<file path="config.mk">
export PLATFORM = sky130hd
export DESIGN_NAME = ex_muldiv_unit
export DESIGN_NICKNAME = d
export VERILOG_FILES = /design/src/rtl/ex_muldiv_unit.sv
export SDC_FILE = /design/constraint.sdc
export NUM_CORES = 1
export LEC_CHECK = 0
export CAP_MARGIN = 20
export CELL_PAD_IN_SITES_DETAIL_PLACEMENT = 0
export CELL_PAD_IN_SITES_GLOBAL_PLACEMENT = 1
export CORE_MARGIN = 1.5
export CORE_UTILIZATION = 45
export DETAILED_ROUTE_END_ITERATION = 8
export PLACE_DENSITY_LB_ADDON = 0.1
export SYNTH_ARGS = -nofsm -noshare
export SYNTH_HDL_FRONTEND = slang
export SYNTH_SLANG_ARGS = --single-unit
</file>
<file path="constraint.sdc">
create_clock -name clk -period 4.4 [get_ports clk]
set_clock_uncertainty 0.2 [all_clocks]
set_input_delay 0.66 -clock clk [delete_from_list [all_inputs] [get_ports clk]]
set_output_delay 0.66 -clock clk [all_outputs]
set_load 0.01 [all_outputs]
</file>
<file path="src/rtl/ex_muldiv_unit.sv">
// Iterative radix-2 multiply/divide unit for the execute stage.
// One shift-add (multiply) or restoring-subtract (divide) step per clock,
// then a fix-up cycle that applies signs and commits HI/LO.
//
// state | meaning
// IDLE  | waiting for dStart; mthi/mtlo accepted here
// RUN   | WIDTH iteration steps on operand magnitudes
// FIX   | sign correction, HI/LO write, qDone pulse
module ex_muldiv_unit #(
  parameter int WIDTH = 32
) (
  input  logic             clk,
  input  logic             rst_n,
  input  logic             dStart,
  input  logic [1:0]       dOp,
  input  logic [WIDTH-1:0] dSrcA,
  input  logic [WIDTH-1:0] dSrcB,
  input  logic             dMtHi,
  input  logic             dMtLo,
  output logic             qStall,
  output logic             qDone,
  output logic             qDivZero,
  output logic [WIDTH-1:0] qHi,
  output logic [WIDTH-1:0] qLo
);

  localparam int CW = (WIDTH > 1) ? $clog2(WIDTH) : 1;

  typedef enum logic [1:0] {IDLE, RUN, FIX} state_t;

  state_t           state_q, state_d;
  logic [CW-1:0]    cnt_q, cnt_d;
  logic [WIDTH-1:0] hi_w_q, hi_w_d;
  logic [WIDTH-1:0] lo_w_q, lo_w_d;
  logic [WIDTH-1:0] opnd_q, opnd_d;
  logic [WIDTH-1:0] src_a_q, src_a_d;
  logic             div_q, div_d;
  logic             neg_q, neg_d;
  logic             rem_neg_q, rem_neg_d;
  logic             dz_q, dz_d;
  logic [WIDTH-1:0] hi_q, hi_d;
  logic [WIDTH-1:0] lo_q, lo_d;
  logic             stall_q, stall_d;
  logic             done_q, done_d;
  logic             divzero_q, divzero_d;

  // Operand magnitudes; unsigned ops (dOp[0]=1) use the raw operands.
  logic             sign_a, sign_b;
  logic [WIDTH-1:0] mag_a, mag_b;
  assign sign_a = ~dOp[0] & dSrcA[WIDTH-1];
  assign sign_b = ~dOp[0] & dSrcB[WIDTH-1];
  assign mag_a  = sign_a ? -dSrcA : dSrcA;
  assign mag_b  = sign_b ? -dSrcB : dSrcB;

  // One iteration step. The divide compare relies on rem < divisor, so the
  // top bit of the WIDTH+1 bit difference is the borrow (a zero divisor
  // breaks that invariant, but its result is overridden in FIX).
  logic [WIDTH:0]     mul_sum, div_shift, div_diff;
  logic               div_ge;
  logic [2*WIDTH-1:0] prod, prod_neg;
  assign mul_sum   = {1'b0, hi_w_q} + (lo_w_q[0] ? {1'b0, opnd_q} : '0);
  assign div_shift = {hi_w_q, lo_w_q[WIDTH-1]};
  assign div_diff  = div_shift - {1'b0, opnd_q};
  assign div_ge    = ~div_diff[WIDTH];
  assign prod      = {hi_w_q, lo_w_q};
  assign prod_neg  = -prod;

  // Next-state, datapath and output computation.
  always_comb begin
    state_d   = state_q;
    cnt_d     = cnt_q;
    hi_w_d    = hi_w_q;
    lo_w_d    = lo_w_q;
    opnd_d    = opnd_q;
    src_a_d   = src_a_q;
    div_d     = div_q;
    neg_d     = neg_q;
    rem_neg_d = rem_neg_q;
    dz_d      = dz_q;
    hi_d      = hi_q;
    lo_d      = lo_q;
    done_d    = 1'b0;
    divzero_d = 1'b0;
    case (state_q)
      IDLE: begin
        if (dStart) begin
          state_d   = RUN;
          cnt_d     = '0;
          div_d     = dOp[1];
          neg_d     = sign_a ^ sign_b;
          rem_neg_d = sign_a;
          dz_d      = (dSrcB == '0);
          src_a_d   = dSrcA;
          hi_w_d    = '0;
          // multiply: add |A| under control of |B| bits; divide: shift |A| out
          lo_w_d    = dOp[1] ? mag_a : mag_b;
          opnd_d    = dOp[1] ? mag_b : mag_a;
        end else begin
          if (dMtHi) hi_d = dSrcA;
          if (dMtLo) lo_d = dSrcA;
        end
      end
      RUN: begin
        if (div_q) begin
          hi_w_d = div_ge ? div_diff[WIDTH-1:0] : div_shift[WIDTH-1:0];
          lo_w_d = {lo_w_q[WIDTH-2:0], div_ge};
        end else begin
          hi_w_d = mul_sum[WIDTH:1];
          lo_w_d = {mul_sum[0], lo_w_q[WIDTH-1:1]};
        end
        cnt_d = cnt_q + 1'b1;
        if (cnt_q == CW'(WIDTH-1)) state_d = FIX;
      end
      FIX: begin
        state_d = IDLE;
        done_d  = 1'b1;
        if (div_q && dz_q) begin
          lo_d      = '1;
          hi_d      = src_a_q;
          divzero_d = 1'b1;
        end else if (div_q) begin
          lo_d = neg_q     ? -lo_w_q : lo_w_q;
          hi_d = rem_neg_q ? -hi_w_q : hi_w_q;
        end else begin
          {hi_d, lo_d} = neg_q ? prod_neg : prod;
        end
      end
      default: state_d = IDLE;
    endcase
    stall_d = (state_d != IDLE);
  end

  // State and register update; reset aborts any running operation.
  always_ff @(posedge clk or negedge rst_n) begin
    if (!rst_n) begin
      state_q   <= IDLE;
      cnt_q     <= '0;
      hi_w_q    <= '0;
      lo_w_q    <= '0;
      opnd_q    <= '0;
      src_a_q   <= '0;
      div_q     <= 1'b0;
      neg_q     <= 1'b0;
      rem_neg_q <= 1'b0;
      dz_q      <= 1'b0;
      hi_q      <= '0;
      lo_q      <= '0;
      stall_q   <= 1'b0;
      done_q    <= 1'b0;
      divzero_q <= 1'b0;
    end else begin
      state_q   <= state_d;
      cnt_q     <= cnt_d;
      hi_w_q    <= hi_w_d;
      lo_w_q    <= lo_w_d;
      opnd_q    <= opnd_d;
      src_a_q   <= src_a_d;
      div_q     <= div_d;
      neg_q     <= neg_d;
      rem_neg_q <= rem_neg_d;
      dz_q      <= dz_d;
      hi_q      <= hi_d;
      lo_q      <= lo_d;
      stall_q   <= stall_d;
      done_q    <= done_d;
      divzero_q <= divzero_d;
    end
  end

  assign qStall   = stall_q;
  assign qDone    = done_q;
  assign qDivZero = divzero_q;
  assign qHi      = hi_q;
  assign qLo      = lo_q;

endmodule
</file>
==> out/qor.csv <==
metric,value,unit
status,"finished, violations left",
violations,design-rule violations,
critPathKind,reg2reg,
cp.required,4.61,ns
seq_area,5160,µm²
cts-resized-gates,0,
synth_cell_types,74,
ios,138,
async_flop_share,100,%
fin_crit,3.95,ns
p_seq_share,23.0,%
switching_share,49.5,%
setup_violations,0,
postPlaceCellArea,18400,µm²
holdWs,0.277,ns
yosysWarnings,0,
layout_common_cells,"nand2_1 (288), o21ai_0 (235), dfrtp_1 (205)",
synth_compound_area_share,26.1,%
yosysSeqAreaShare,31.4,%
hold_violations,0,
rows,69,
r2r_end,hi_w_q[29],
synth_area_leaders,"dfrtp_1 (31%), o21ai_0 (7.2%), nand2_1 (6.6%), xnor2_1 (6.2%), a21oi_1 (5.5%)",
antennaDiodeCount,0,
grt_pass1_wl,98000,µm
synthFlopType,dfrtp_1,
die_h,194,µm
worstMarginPinSlew,1.04,ns
drv_slew,0,
tritoncts,yes,
synth-seq-cells,206,
die_x,194,µm
yosys.area.top_type_share,31.4,%
coreArea,35700,µm²
die_area,37600,µm²
insertion_delay,0.57,ns
grt_pass1_vias,15700,
cp_slowest_cell,o41ai_2,
min_from,src_a_q[11],
crit_fanout,6,
synth_xor_area_share,9.12,%
fillCellCount,3426,
finalPower,17.2,mW
pwr-share-clk,12.6,%
htree_levels,1,
combPwrFrac,64.4,%
vias,16700,
cts_sinks,206,
timing.final.crit_share,89.7,%
worst_setup_path_end_kind,flip-flop,
grt_max_degree,85,
fin_tns_setup,0,ns
gp_congestion,0.968,
antenna_found_initial,0,
slowest_delay,0.60,ns
area_delta_synth_final,17.4,%
nets,2333,
peakVddDrop,0.593,mV
hp-class,reg2reg,
syn_nets,2235,
r2r_slack,0.45,ns
start_util,45.9,%
synth_edf_count,0,
final_area,19300,µm²
timing.rr.start,hi_w_q[1],
drtIter0Drc,1963,
startpoint,hi_w_q[1],
final_common_cell,nand2_1,
final_layout_size_suffix_gt1_share,7.43,%
drc,20,
drtAntennaViolNets,0,
syn_area,16400,µm²
grt_usage,34.0,%
wl_per_cell,24.4,µm
root_buffer,clkbuf_16,
multiInputGateArea,10400,µm²
arrival,4.16,ns
numCtsBuffers,27,
netlist_instances,2092,
rsz0062_at_grt,no,
overflow,0,
synth.mux.area_fraction,4.51,%
viasPerCell,6.27,
routed_wl,65000,µm
p_leak,8.18,nW
crit_path_end,hi_w_q[29],
dp_hpwl,49800,µm
power_density,890,nW/µm²
yosys.area_share.simple,18.2,%
slew_headroom,30.3,%
synth.largest_area_cell,dfrtp_1,
synth_top_family_by_area,compound AO/OA/AOI/OAI gates,
path_clk_slew,0.06,ns
path_cells,buf_4 -> ha_1 -> o21ai_0 -> a21oi_1 -> a211oi_1 -> o221a_2 -> o41ai_2 -> a2111oi_0 -> a311o_1 -> mux2i_1 -> o221ai_1,
cp-start-kind,flip-flop,
ff2ff_path_depth,11,
maxCapViolations,0,
clockBufferDepth,3,
portBuffers,137,
max_freq,0.253,GHz
synth_adder_area_share,5.58,%
drtPass1Iterations,9,
intPower,8.67,mW
power.switching,8.50,mW
synth.avg_cell_area,7.85,µm²
[flip-flops by register name (all words and copies together), names as in the netlist, 2 cells and up]
name / count
hi_w_q: 32
lo_w_q: 32
opnd_q: 32
qHi: 32
qLo: 32
src_a_q: 32
cnt_q: 5
state_q: 2
[Yosys cell counts, drive strengths merged, types with 13 or more instances]
cell type	n
a211oi	21
inv	71
buf	24
ha	70
mux2i	65
or4	19
nand4	19
nand3	29
or3	16
dfrtp	206
nor3	38
o41ai	18
o21ai	243
or2	14
nand2	288
o22ai	44
xnor2	117
nor2	161
a22oi	20
xor2	54
nor4	23
a222oi	20
nor2b	13
clkbuf	122
a21oi	181
o31ai	26
nand2b	15
a21o	23
[layout make-up]
type / count / area share, %
clock buffers: 33 / 3.72
well taps: 461 / 2.99
multi-input cells: 1668 / 54.1
repair buffers: 215 / 10.4
inverters: 72 / 1.40
flip-flops and latches: 206 / 26.7
clock inverters: 13 / 0.655
[routing by layer]
metal | up-vias | GRT usage [%] | wire [µm]
met5 | - | 0 | 0
met4 | 0 | 15.7 | 3410
met3 | 135 | 4.30 | 5080
met2 | 816 | 50.8 | 27800
met1 | 8052 | 48.7 | 28700
li1 | 7722 | - | -
[power groups by stage]
stage / Combinational (mW) / Sequential, mW / Clock [mW]
global placement: 10.8 / 3.91 / 0
global route: 12.0 / 4.06 / 2.27
floorplan: 7.41 / 3.61 / 0
CTS: 10.9 / 3.90 / 2.19
finish: 11.1 / 3.95 / 2.16
detailed placement: 10.8 / 3.93 / 0
[worst min-delay path by stage]
stage	slack, ns	to	cells past startpoint
6_report	0.28	src_a_q[11]	2
5_1_grt	0.29	opnd_q[27]	1
4_1_cts	0.28	src_a_q[31]	2
3_5_place_dp	0.26	src_a_q[8]	2
3_3_place_gp	0.26	src_a_q[17]	2
2_1_floorplan	0.16	cnt_q[0]	0
[through the flow]
step | utilization (%) | worst slack, ns | std cells
after floorplan | - | 1.16 | 2092
after global placement | 51.6 | 0.533 | 2621
after detailed placement | 51.6 | 0.486 | 2621
after CTS | 53.9 | 0.618 | 2668
after global routing | 53.9 | 0.228 | 2668
final | 53.9 | 0.454 | 2668
[logic make-up (layout without fill, tap and decap cells)]
kind of cell | Yosys count | count (layout)
AO/OA/AOI/OAI | 693 | 693
AND/OR/NAND/NOR | 659 | 659
buffers and inverters | 218 | 333
flip-flops | 206 | 206
XOR/XNOR | 171 | 171
multiplexers | 73 | 73
adder cells (fa/ha/maj) | 72 | 72
[timing repair]
action / CTS / global route
hold buffers: 1 / 0
buffers inserted: 0 / 0
hold endpoints to repair: 30 / 0
[worst max-delay path: cells and delay by family, from the launching register on]
family	cells	cell delay (ns)
mux	1	0.28
fa+ha+maj	1	0.33
flops	1	0.43
buf+inv	1	0.18
compound gates	8	2.35
Note: power is estimated with default switching activity, not from simulation.
